<file path="config.mk">
export PLATFORM = sky130hd
export DESIGN_NAME = riscv_mem_arbiter
export DESIGN_NICKNAME = d
export VERILOG_FILES = /design/src/rtl/riscv_mem_pkg.sv /design/src/rtl/riscv_rr_arbiter.sv /design/src/rtl/riscv_mem_arbiter.sv
export SDC_FILE = /design/constraint.sdc
export NUM_CORES = 1
export LEC_CHECK = 0
export CORE_AREA = 4 4 134 136
export DETAILED_ROUTE_END_ITERATION = 10
export DIE_AREA = 0 0 138 140
export PLACE_DENSITY = 0.73
export SYNTH_ARGS = -nofsm -noshare
export SYNTH_HDL_FRONTEND = slang
export SYNTH_SLANG_ARGS = --single-unit
</file>
<file path="constraint.sdc">
create_clock -name clock -period 2.1 [get_ports clock]
set_clock_uncertainty 0.05 [all_clocks]
set_input_delay 0.42 -clock clock [delete_from_list [all_inputs] [get_ports clock]]
set_output_delay 0.42 -clock clock [all_outputs]
set_load 0.05 [all_outputs]
</file>
<file path="src/rtl/riscv_mem_pkg.sv">
// riscv_mem_pkg: shared types and constants for the memory-port arbiter.
package riscv_mem_pkg;
  typedef enum logic [1:0] {IDLE = 2'd0, REQ = 2'd1, WAIT = 2'd2} arb_state_t;
  localparam logic [1:0] REQ_FETCH = 2'd0;
  localparam logic [1:0] REQ_LSU = 2'd1;
  localparam logic [1:0] REQ_DBG = 2'd2;
  localparam logic [1:0] SIZE_B = 2'b00;
  localparam logic [1:0] SIZE_H = 2'b01;
  localparam logic [1:0] SIZE_W = 2'b10;
  function automatic logic [2:0] onehot3(input logic [1:0] idx);
    return 3'b001 << idx;
  endfunction
endpackage

</file>
<file path="src/rtl/riscv_rr_arbiter.sv">
// riscv_rr_arbiter: three-way round-robin pick starting after the last owner.
module riscv_rr_arbiter
  import riscv_mem_pkg::*;
(
  input  logic [2:0] req,
  input  logic [1:0] last,
  output logic [2:0] grant
);
  always_comb
    grant = (last == REQ_FETCH) ?
              (req[REQ_LSU] ? 3'b010 : req[REQ_DBG] ? 3'b100 : req[REQ_FETCH] ? 3'b001 : 3'b000) :
            (last == REQ_LSU) ?
              (req[REQ_DBG] ? 3'b100 : req[REQ_FETCH] ? 3'b001 : req[REQ_LSU] ? 3'b010 : 3'b000) :
              (req[REQ_FETCH] ? 3'b001 : req[REQ_LSU] ? 3'b010 : req[REQ_DBG] ? 3'b100 : 3'b000);
endmodule

</file>
<file path="src/rtl/riscv_mem_arbiter.sv">
// riscv_mem_arbiter: single-outstanding arbiter of fetch/LSU/debug onto one memory port,
// with a WAIT timeout that self-completes and later swallows the stale response.
module riscv_mem_arbiter
  import riscv_mem_pkg::*;
#(
  parameter int unsigned TIMEOUT_CYCLES = 255
) (
  input  logic             clock,
  input  logic             reset_n,
  input  logic [2:0]       req_i,
  input  logic [2:0][31:0] addr_i,
  input  logic [2:0]       we_i,
  input  logic [2:0][1:0]  size_i,
  input  logic [2:0][31:0] wdata_i,
  output logic [2:0]       gnt_o,
  output logic [2:0]       rvalid_o,
  output logic [2:0]       err_o,
  output logic [31:0]      rdata_o,
  output logic             mem_req_o,
  output logic             mem_we_o,
  output logic [1:0]       mem_size_o,
  output logic [31:0]      mem_addr_o,
  output logic [31:0]      mem_wdata_o,
  input  logic             mem_gnt_i,
  input  logic             mem_rvalid_i,
  input  logic             mem_err_i,
  input  logic [31:0]      mem_rdata_i,
  output logic             busy_o,
  output logic [1:0]       owner_o
);
  localparam logic [15:0] TO_LAST = 16'(TIMEOUT_CYCLES - 1);
  arb_state_t  state_q, state_d;
  logic [1:0]  owner_q, owner_d, last_q, last_d, size_q, size_d, gidx;
  logic [15:0] cnt_q, cnt_d;
  logic        drop_q, drop_d, we_q, we_d;
  logic [31:0] addr_q, addr_d, wdata_q, wdata_d;
  logic [2:0]  grant, oh;
  logic        in_req, in_wait, resp_ok, resp_to;
  riscv_rr_arbiter u_arb (.req(req_i), .last(last_q), .grant(grant));
  assign gidx    = grant[REQ_LSU] ? REQ_LSU : grant[REQ_DBG] ? REQ_DBG : REQ_FETCH;
  assign in_req  = state_q == REQ;
  assign in_wait = state_q == WAIT;
  assign resp_ok = in_wait && mem_rvalid_i;
  // A real response on the final WAIT cycle beats the timeout
  assign resp_to = in_wait && !mem_rvalid_i && cnt_q == TO_LAST;
  assign oh      = onehot3(owner_q);
  always_comb begin
    state_d = state_q;
    owner_d = owner_q;
    last_d  = last_q;
    cnt_d   = cnt_q;
    drop_d  = drop_q;
    addr_d  = addr_q;
    we_d    = we_q;
    size_d  = size_q;
    wdata_d = wdata_q;
    if (state_q == IDLE) begin
      if (drop_q && mem_rvalid_i) drop_d = 1'b0;
      if (!drop_q && |req_i) begin
        state_d = REQ;
        owner_d = gidx;
        addr_d  = addr_i[gidx];
        we_d    = we_i[gidx];
        size_d  = size_i[gidx];
        wdata_d = wdata_i[gidx];
      end
    end
    if (in_req && mem_gnt_i) begin
      state_d = WAIT;
      cnt_d   = '0;
    end
    if (in_wait) begin
      cnt_d = cnt_q + 16'd1;
      if (resp_ok || resp_to) begin
        state_d = IDLE;
        last_d  = owner_q;
        drop_d  = resp_to;
      end
    end
  end
  always_ff @(posedge clock)
    if (!reset_n) begin
      state_q <= IDLE;
      owner_q <= REQ_FETCH;
      last_q  <= REQ_DBG;
      cnt_q   <= '0;
      drop_q  <= 1'b0;
      addr_q  <= '0;
      we_q    <= 1'b0;
      size_q  <= SIZE_B;
      wdata_q <= '0;
    end else begin
      state_q <= state_d;
      owner_q <= owner_d;
      last_q  <= last_d;
      cnt_q   <= cnt_d;
      drop_q  <= drop_d;
      addr_q  <= addr_d;
      we_q    <= we_d;
      size_q  <= size_d;
      wdata_q <= wdata_d;
    end
  // Outputs are forced low while reset is held, even before the first edge
  assign gnt_o       = (reset_n && in_req && mem_gnt_i) ? oh : '0;
  assign rvalid_o    = (reset_n && (resp_ok || resp_to)) ? oh : '0;
  assign err_o       = (reset_n && (resp_to || (resp_ok && mem_err_i))) ? oh : '0;
  assign rdata_o     = (reset_n && resp_ok) ? mem_rdata_i : '0;
  assign mem_req_o   = reset_n && in_req;
  assign mem_we_o    = reset_n && we_q;
  assign mem_size_o  = reset_n ? size_q : '0;
  assign mem_addr_o  = reset_n ? addr_q : '0;
  assign mem_wdata_o = reset_n ? wdata_q : '0;
  assign busy_o      = reset_n && state_q != IDLE;
  assign owner_o     = reset_n ? owner_q : '0;
endmodule

</file>
After elaboration in Yosys (flattened, before gate mapping) --
Cells that the tools add are included.
Storage, ports and cells: flip-flop bits (word level) 90, output and inout port bits 112, word-level logic and storage cells 81
Cells by class: add/sub/neg operators 1, magnitude comparators 1, equality and inequality tests 4, shift-type cells 1, mux-type cells 40, reductions and logical operators 25
Operators by type and width (number):
- 32-bit 2-to-1 mux | 5
- 32-bit binary-select mux with 2-bit select | 2
- 3-bit 2-to-1 mux | 12
- 16-bit 2-to-1 mux | 2
- 2-bit 2-to-1 mux | 11
- 16-bit by 1-bit adder with 16-bit output, second input constant | 1
- 16-bit by 8-bit == test with 1-bit output, second input constant | 1
- 1-bit logical AND | 14
- 1-bit 2-to-1 mux | 6
- 2-bit binary-select mux with 2-bit select | 1
- 2-bit by 1-bit == test with 1-bit output, second input constant | 2
- 2-bit logical NOT | 2
- 2-bit AND reduction | 2
- 2-bit nonzero test | 2
- 2-bit by 3-bit less-than comparator with 1-bit output, second input constant | 1
- 3-bit OR reduction | 1
- 1-bit by 2-bit << shifter with 3-bit output, first input constant | 1
- 1-bit binary-select mux with 2-bit select | 1
- 2-bit == test, second input constant | 1
- 1-bit logical NOT | 2
- 1-bit logical OR | 2

Depth between registers and ports, before layout --
Gate-level depths: netlist of run 1.
depth in word-level cells 9, gate-level depth with buffers 7, mapped depth without buffers 6

Hierarchy --
Synthesis of run 1 repeated with hierarchy kept, for this count alone.
Unflattened totals: cell total of the unflattened synthesis 786, area total of the unflattened synthesis 5591.6 um^2
By module, submodules not included:
- riscv_mem_arbiter | instances 1, cells each 776, area an instance 5532.8 um^2
- riscv_rr_arbiter | instances 1, cells each 10, area an instance 58.8 um^2

Least setup slack after synthesis of run 1 --
Ideal clock, no wire load.
path type register to output, start register cnt_q[11], end output err_o[0], arrival time 2429 ps, path slack -799 ps, stages on the path, launching flop included 5, cells stage by stage dfxtp_1 > or4_4 > nor4_4 > mux2i_1 > nor3_1
On the way: longest elaborated chain between the ends 5
Ends and longest elaborated chain:
- start: declaration | RTL line riscv_mem_arbiter.sv:34 | logic [15:0] cnt_q, cnt_d;
- start signal: assignment | RTL line riscv_mem_arbiter.sv:96 | cnt_q <= cnt_d;
- 16-bit by 8-bit == test with 1-bit output | RTL line riscv_mem_arbiter.sv:45 | assign resp_to = in_wait && !mem_rvalid_i && cnt_q == TO_LAST;
- 1-bit logical AND | RTL line riscv_mem_arbiter.sv:45
- 1-bit logical OR | RTL line riscv_mem_arbiter.sv:106 | assign err_o = (reset_n && (resp_to || (resp_ok && mem_err_i))) ? oh : '0;
- 1-bit logical AND | RTL line riscv_mem_arbiter.sv:106
- 3-bit 2-to-1 mux | RTL line riscv_mem_arbiter.sv:106
- end: declaration | RTL line riscv_mem_arbiter.sv:17 | output logic [2:0] err_o,
No other way between the ends.

Worst setup path in the final report of run 1 --
start register cnt_q[15], end output err_o[2]
The elaborated chain is that of the path after synthesis.

==> results of run 1 <==
## critical path, stage by stage (launching register included)
cell	delay, ns
dfxtp_2	0.32
or4_4	0.55
nor4_4	0.15
buf_4	0.18
mux2i_4	0.11
nor3_4	0.17
buf_12	0.16
## cells by family after synthesis
logic type,synth area share (%)
AOI/OAI and AO/OA,26.9
xor gates and xnor gates,0.162
adders and majority gates,0.463
buffers and inverters,5.28
DFF,33.3
muxes,7.22
and+or+nand+nor,26.7
## registers in the layout, indices dropped and copies added (netlist names)
name / flops
owner_q: 2
drop_q: 1
last_q: 2
state_q: 2
size_q: 2
cnt_q: 16
wdata_q: 32
addr_q: 32
we_q: 1
## timing repair
action,4_1_cts,5_1_grt
gates resized for setup,40,5
buffers inserted,4,0
pin swaps,24,2
setup endpoints to repair,38,68
gates cloned,3,0
## metrics by stage
stage                     power (mW)  setup TNS, ns  area [um2]
after floorplan                 3.17         -0.640        5560
after global placement          4.48         -15.80       10900
after detailed placement        4.51         -19.25       10900
after CTS                       6.40          -2.78       11400
after global routing            6.63          -2.36       11400
final                           6.36          -1.92       11400
## cell usage in the layout, fill, tap and decap left out, types with 3 or more instances in the layout
cell,Yosys,final
buf_12,0,125
o21ai_0,40,38
or3_1,5,3
nand4_1,9,9
nand2_1,93,91
o211ai_1,4,4
nor2_4,0,5
a21oi_1,69,69
and2_1,105,71
nand2b_1,7,6
and2_4,0,32
buf_4,3,53
mux2i_1,39,38
buf_6,4,3
clkdlybuf4s50_1,0,237
dfxtp_2,0,3
nor2_1,19,13
nor3_1,9,5
bufinv_16,0,3
a22oi_1,31,31
dfxtp_1,90,86
inv_1,5,4
nand3_1,10,10
o221ai_2,30,31
nor3_4,0,4
clkbuf_16,0,9
a21boi_0,4,4
o221ai_1,6,5
nor2b_1,3,3
## routing by layer
layer / share of wire (%) / up-vias / wire length, um
met3: 7.9 / 45 / 1810
met5: 0 / - / 0
met2: 51 / 294 / 11700
li1: - / 3134 / -
met4: 2.9 / 0 / 662
met1: 38 / 3031 / 8700
## worst min-delay path by stage
| stage | start | endpoint | slack [ns] |
|---|---|---|---|
| 2_1_floorplan | drop_q | drop_q | 0.40 |
| 3_3_place_gp | drop_q | drop_q | 0.43 |
| 3_5_place_dp | drop_q | drop_q | 0.43 |
| 4_1_cts | reset_n | last_q[1] | 0.29 |
| 5_1_grt | reset_n | last_q[1] | 0.31 |
| 6_report | reset_n | last_q[1] | 0.31 |
## power by group through the flow
stage,clock network [mW],registers (mW),logic (mW)
finish,1.86,1.97,2.53
global route,1.96,1.99,2.68
CTS,1.89,1.97,2.55
detailed placement,0,2.00,2.51
global placement,0,2.00,2.47
floorplan,0,1.98,1.19
## layout make-up
class / count / area share, %
multi-input combinational: 511 / 31.2
timing repair buffer: 422 / 47.3
clock buffer: 11 / 2.05
tap: 225 / 2.47
clock inverter: 5 / 0.902
antenna: 1 / 0.0220
inverter: 5 / 0.165
sequential: 90 / 15.9
==> summary.txt, run 1 <==
Run status
  – Status: complete, but fails checks
  – Failing checks: negative setup slack

Route
  – Wire per inst: 18.0 um
  – Vias per inst: 5.12
  – # DRC: 0
  – Router iterations before antenna repair: 5
  – WL final: 22800 um
  – Post-route ant nets: 0
  – Initial DRC count: 352
  – Vias after detailed routing: 6504

Power and ir drop
  – Clock Power Share: 29.2%
  – Switching Share: 31.5%
  – Seq pwr share: 31.0%
  – Static Leak: 4.45 nW
  – Switching power total: 2.00 mW
  – Logic pwr share: 39.8%
  – PD cells: 559 nW/um2
  – Worst vdd ir: 0.380 mV
  – Cell Int Power: 4.36 mW

Layout
  – Area Overhead vs Synth: 111%
  – Fin util: 67.2%
  – Share of cells above drive strength 1: 27.8%
  – Fill cell instance count of the final layout: 1314
  – Nets: 1282
  – Final std cells w/o fill: 1270
  – Register area: 1810 um2
  – Multi-input logic area: 3550 um2

Timing
  – Fin. max-slew vios: 0
  – Final Hold Fails: 0
  – Final cycle utilization of the critical path: 116%
  – Worst Max-Slew Pin Slew: 0.395 ns
  – Final count of negative-setup-slack endpoints: 6
  – Tmin final: 2.44 ns
  – RSZ-0062 raised after global routing: true
  – Min Hold Slack: 0.312 ns
  – Fmax: 0.410 GHz
  – Final worst slack: -0.341 ns
  – Max-slew headroom: 73.6%

Setup path
  – CP Class: register to primary output
  – Reg2reg setup slack: 0.24 ns
  – Reg2Reg Capture Point: addr_q[10]
  – Depth of the worst register-to-register path: 5
  – Worst setup SP type: register
  – Crit path arrival time: 1.97 ns
  – Worst r2r src: last_q[0]
  – CP Capture Point: err_o[2]
  – Worst path required time: 1.63 ns
  – CP Capture Type: primary output
  – Crit path launch: cnt_q[15]
  – Critical Path Fanout Max: 3

Clock tree
  – CTS H-tree depth: 3
  – CTS tree: yes
  – Clock tree buffer depth: 2
  – Number of CTS-inserted buffers: 9
  – Hold-fix buffers, CTS: 0
  – CTS sink cnt: 90
  – Root Buffer: clkbuf_16
  – Clock latency on the worst-skew pair: 0.34 ns
  – Clock transition at path regs: 0.06 ns

Global route
  – Met2 usage: 40.5%
  – Met3 Track Usage GR: 7.20%
  – Initial antenna violation count: 1
  – Total gr overflow: 0
  – First-pass GRT wire length: 35300 um
  – Met1 usage: 24.8%
  – Largest net degree at the start of global routing: 50
  – Number of global-route vias before repair: 6639
  – All-Layer GR Usage: 22.6%
  – Most Crowded Layer GR: met2

Synth
  – Mean post-synth cell area: 8.14 um2
  – Top cells by count, synth: and2_1 (105), nand2_1 (93), dfxtp_1 (90), a21oi_1 (69), clkbuf_1 (44)
  – Seq cells post-synth: 90
  – Syn Nets: 907
  – Post-Syn Instances: 664
  – Synth cell types: 48
  – Synth warnings: 0
  – Synth Cell Area: 5410 um2
  – Seq/Total Area, Yosys: 33.3%
  – Area leader, netlist: dfxtp_1
  – Top FF cell, synth: dfxtp_1
  – Ys async rst share: 0%
  – Number of flops mapped to enable cells by yosys: 0
  – Largest cells by area after synthesis: dfxtp_1 (33%), and2_1 (12%), o221ai_2 (8.3%)
  – Most frequent cell after synthesis: and2_1
  – Area share of the largest cell type after synthesis: 33.3%

Place
  – Gpl congestion: 0.889
  – Place WS: -0.291 ns
  – HPWL after detailed placement: 17500 um
  – Port Buf Inserts: 352
  – Post-Place Cells: 1247

Worst hold path
  – WHS Path Cells: 2
  – Worst Hold Class: input pin to register

Die
  – Core area: 16900 um2
  – Rows: 48
  – Initial Util: 31.9%
  – Top Ports: 353
  – Die H: 140 um
  – Die Wd: 138 um
  – DIE AREA: 19300 um2

Flow run
  – Max Cap Violations: 0
No activity file was read; power rests on OpenSTA's default activity.
==> run 2, diff against run 1 <==
--- a/config.mk
+++ b/config.mk
@@ -5,10 +5,11 @@
 export SDC_FILE = /design/constraint.sdc
 export NUM_CORES = 1
 export LEC_CHECK = 0
-export CORE_AREA = 4 4 134 136
+export CORE_AREA = 2 2 139 141
 export DETAILED_ROUTE_END_ITERATION = 10
-export DIE_AREA = 0 0 138 140
-export PLACE_DENSITY = 0.73
+export DIE_AREA = 0 0 141 143
+export DONT_BUFFER_PORTS = 1
+export GPL_ROUTABILITY_DRIVEN = 0
 export SYNTH_ARGS = -nofsm -noshare
 export SYNTH_HDL_FRONTEND = slang
 export SYNTH_SLANG_ARGS = --single-unit
==> run 2 against run 1 <==
  * The flow still finishes with violations (negative setup slack)
  * Fmax fell by 1.2%
  * Non-clock buffer count down 349
  * Sequential share of layout area is 9.9 points higher
  * Critical path depth decreased by 1
  * Largest cell class is now multi-input combinational cells
  * Global-route usage down 6.6 points
  * Sequential power hardly changed
==> summary.txt, run 2 (synthesis gave the netlist of run 1 again) <==
Run status
  – Status: complete, but fails checks
  – Failing checks: negative setup slack

Die
  – Rows: 50 (+4.2%)
  – Die Wd: 141 um (+2.2%)
  – Die H: 143 um (+2.1%)
  – Initial Util: 29.1% (-2.8 points)
  – Core area: 18600 um2 (+9.7%)
  – Top Ports: 353 (unchanged)
  – DIE AREA: 20200 um2 (+4.4%)

Route
  – # DRC: 0 (unchanged)
  – WL final: 17300 um (-24%)
  – Vias after detailed routing: 5072 (-22%)
  – Met3 WL: 1370 um (-24%)
  – Met2 wire len: 8390 um (-28%)
  – Wire per inst: 18.6 um (+3.4%)
  – Router iterations before antenna repair: 4 (-1)
  – Initial DRC count: 307 (-13%)
  – Vias per inst: 5.46 (+6.6%)
  – DRT met1 WL: 6790 um (-22%)
  – Max Used Layer: met4
  – Post-route ant nets: 0 (unchanged)

Clock tree
  – CTS sink cnt: 90 (unchanged)
  – Clock transition at path regs: 0.06 ns (about the same)
  – Hold-fix buffers, CTS: 0 (unchanged)
  – Clock tree buffer depth: 2 (unchanged)
  – Number of CTS-inserted buffers: 9 (unchanged)
  – Clock latency on the worst-skew pair: 0.34 ns (about the same)
  – CTS tree: yes
  – Root Buffer: clkbuf_16
  – CTS H-tree depth: 3 (unchanged)

Timing
  – Final Hold Fails: 0 (unchanged)
  – Final count of negative-setup-slack endpoints: 6 (unchanged)
  – Tmin final: 2.47 ns (+0.0296 ns)
  – Min Hold Slack: 0.167 ns (-0.146 ns)
  – Max-slew headroom: 48.1% (-25 points)
  – Setup TNS: -2.05 ns (-0.124 ns)
  – Final worst slack: -0.371 ns (-0.0296 ns)
  – Fmax: 0.405 GHz (-1.2%)
  – RSZ-0062 raised after global routing: true
  – Final cycle utilization of the critical path: 118% (+1.4 points)
  – Fin. max-slew vios: 0 (unchanged)
  – Worst Max-Slew Pin Slew: 0.775 ns (+0.381 ns)

Setup path
  – CP Capture Type: primary output
  – Worst r2r src: state_q[0]
  – CP Class: register to primary output
  – Reg2reg setup slack: 0.13 ns (-0.11 ns)
  – Critical Path Fanout Max: 3 (unchanged)
  – Crit path arrival time: 2.00 ns (+0.03 ns)
  – Reg2Reg Capture Point: addr_q[12]
  – Worst path required time: 1.63 ns (about the same)
  – Worst setup SP type: register
  – Depth of the worst register-to-register path: 6 (+1)
  – Crit path launch: cnt_q[15]
  – CP Capture Point: err_o[0]

Layout
  – Ant diodes: 0 (-1)
  – Area Overhead vs Synth: 29.5%
  – Nets: 933 (-27%)
  – Share of cells above drive strength 1: 25.8% (-2.0 points)
  – Design Area, Final: 7000 um2 (-38%)
  – Most common cell after layout, fill and taps aside: nand2_1
  – Fill cell instance count of the final layout: 1833 (+39%)
  – Multi-input logic area: 3560 um2 (+0.46%)
  – Register area: 1810 um2 (-0.14%)
  – Fin util: 37.7% (-30 points)
  – Commonest cells after routing, fill and taps aside: nand2_1 (91), dfxtp_1 (88), and2_1 (71)
  – Final std cells w/o fill: 929 (-27%)
  – Top Registers: addr_q (32), wdata_q (32), cnt_q (16)

Power and ir drop
  – Static Leak: 2.64 nW (-41%)
  – Switching Share: 34.1% (+2.7 points)
  – Cell Int Power: 3.35 mW (-23%)
  – Switching power total: 1.74 mW (-13%)
  – Logic pwr share: 27.8% (-12 points)
  – PD cells: 728 nW/um2 (+30%)
  – Seq pwr share: 38.6% (+7.6 points)
  – Pwr Total: 5.09 mW (-20%)
  – Clock Power Share: 33.6% (+4.4 points)
  – Worst vdd ir: 0.436 mV (+15%)

Global route
  – First-pass GRT wire length: 25100 um (-29%)
  – Number of global-route vias before repair: 4637 (-30%)
  – All-Layer GR Usage: 16.0% (-6.6 points)
  – Total gr overflow: 0 (unchanged)
  – Initial antenna violation count: 0 (-1)
  – Largest net degree at the start of global routing: 164 (+230%)

Place
  – Place WS: -0.0616 ns (+0.230 ns)
  – Dpl cell area: 6480 um2 (-40%)
  – Post-Place Cells: 904 (-28%)
  – Port Buf Inserts: 0 (-100%)
  – HPWL after detailed placement: 12600 um (-28%)

Flow run
  – Max Cap Violations: 0 (unchanged)

Worst hold path
  – Worst Hold Class: input pin to register
  – Worst hold path startpoint: reset_n
run 2: cell types whose count changed in the layout (fill, tap and decap cells not counted), sizes merged:
cell | before | now
diode | 1 | 0
clkdlybuf4s50 | 237 | 0
buf | 183 | 73
bufinv | 3 | 1
dlymetal6s2s | 1 | 0
clkbuf | 11 | 13
dlygate4sd2 | 1 | 0
run 2: worst max-delay path: stages, from the launching register on:
cell,delay [ns]
dfxtp_1,0.31
or4_4,0.56
nor4_4,0.25
mux2i_4,0.17
nor3_4,0.22
buf_12,0.16
run 2: what timing repair did:
action / CTS / global route
gates resized for setup: 38 / 5
pin swaps: 15 / 2
gates cloned: 2 / 0
setup buffers: 6 / 1
setup endpoints to repair: 34 / 64
run 2: power groups by stage:
stage / Combinational [mW] / Clock [mW] / Sequential [mW]
after floorplan: 1.19 / 0 / 1.98
after global placement: 1.38 / 0 / 2.00
after detailed placement: 1.39 / 0 / 2.00
after CTS: 1.42 / 1.77 / 1.97
after global routing: 1.52 / 1.84 / 1.99
final: 1.41 / 1.71 / 1.97
run 2: area by class of cell:
class | count | area share [%]
well taps | 234 | 4.18
clock buffers | 13 | 3.86
repair buffers | 73 | 14.3
clock inverters | 3 | 0.661
multi-input cells | 511 | 50.9
flip-flops and latches | 90 | 25.8
inverters | 5 | 0.268
run 2: how the worst min path moves through the flow:
| stage | to | cells past startpoint |
|---|---|---|
| floorplan | drop_q | 2 |
| global placement | drop_q | 2 |
| detailed placement | drop_q | 2 |
| CTS | last_q[1] | 1 |
| global route | last_q[1] | 1 |
| finish | last_q[1] | 1 |
run 2: routing by layer:
layer | track usage, % | vias up
met4 | 8.58 | 0
met2 | 26.4 | 271
met5 | 0 | -
met3 | 4.76 | 35
li1 | - | 2431
met1 | 18.7 | 2335
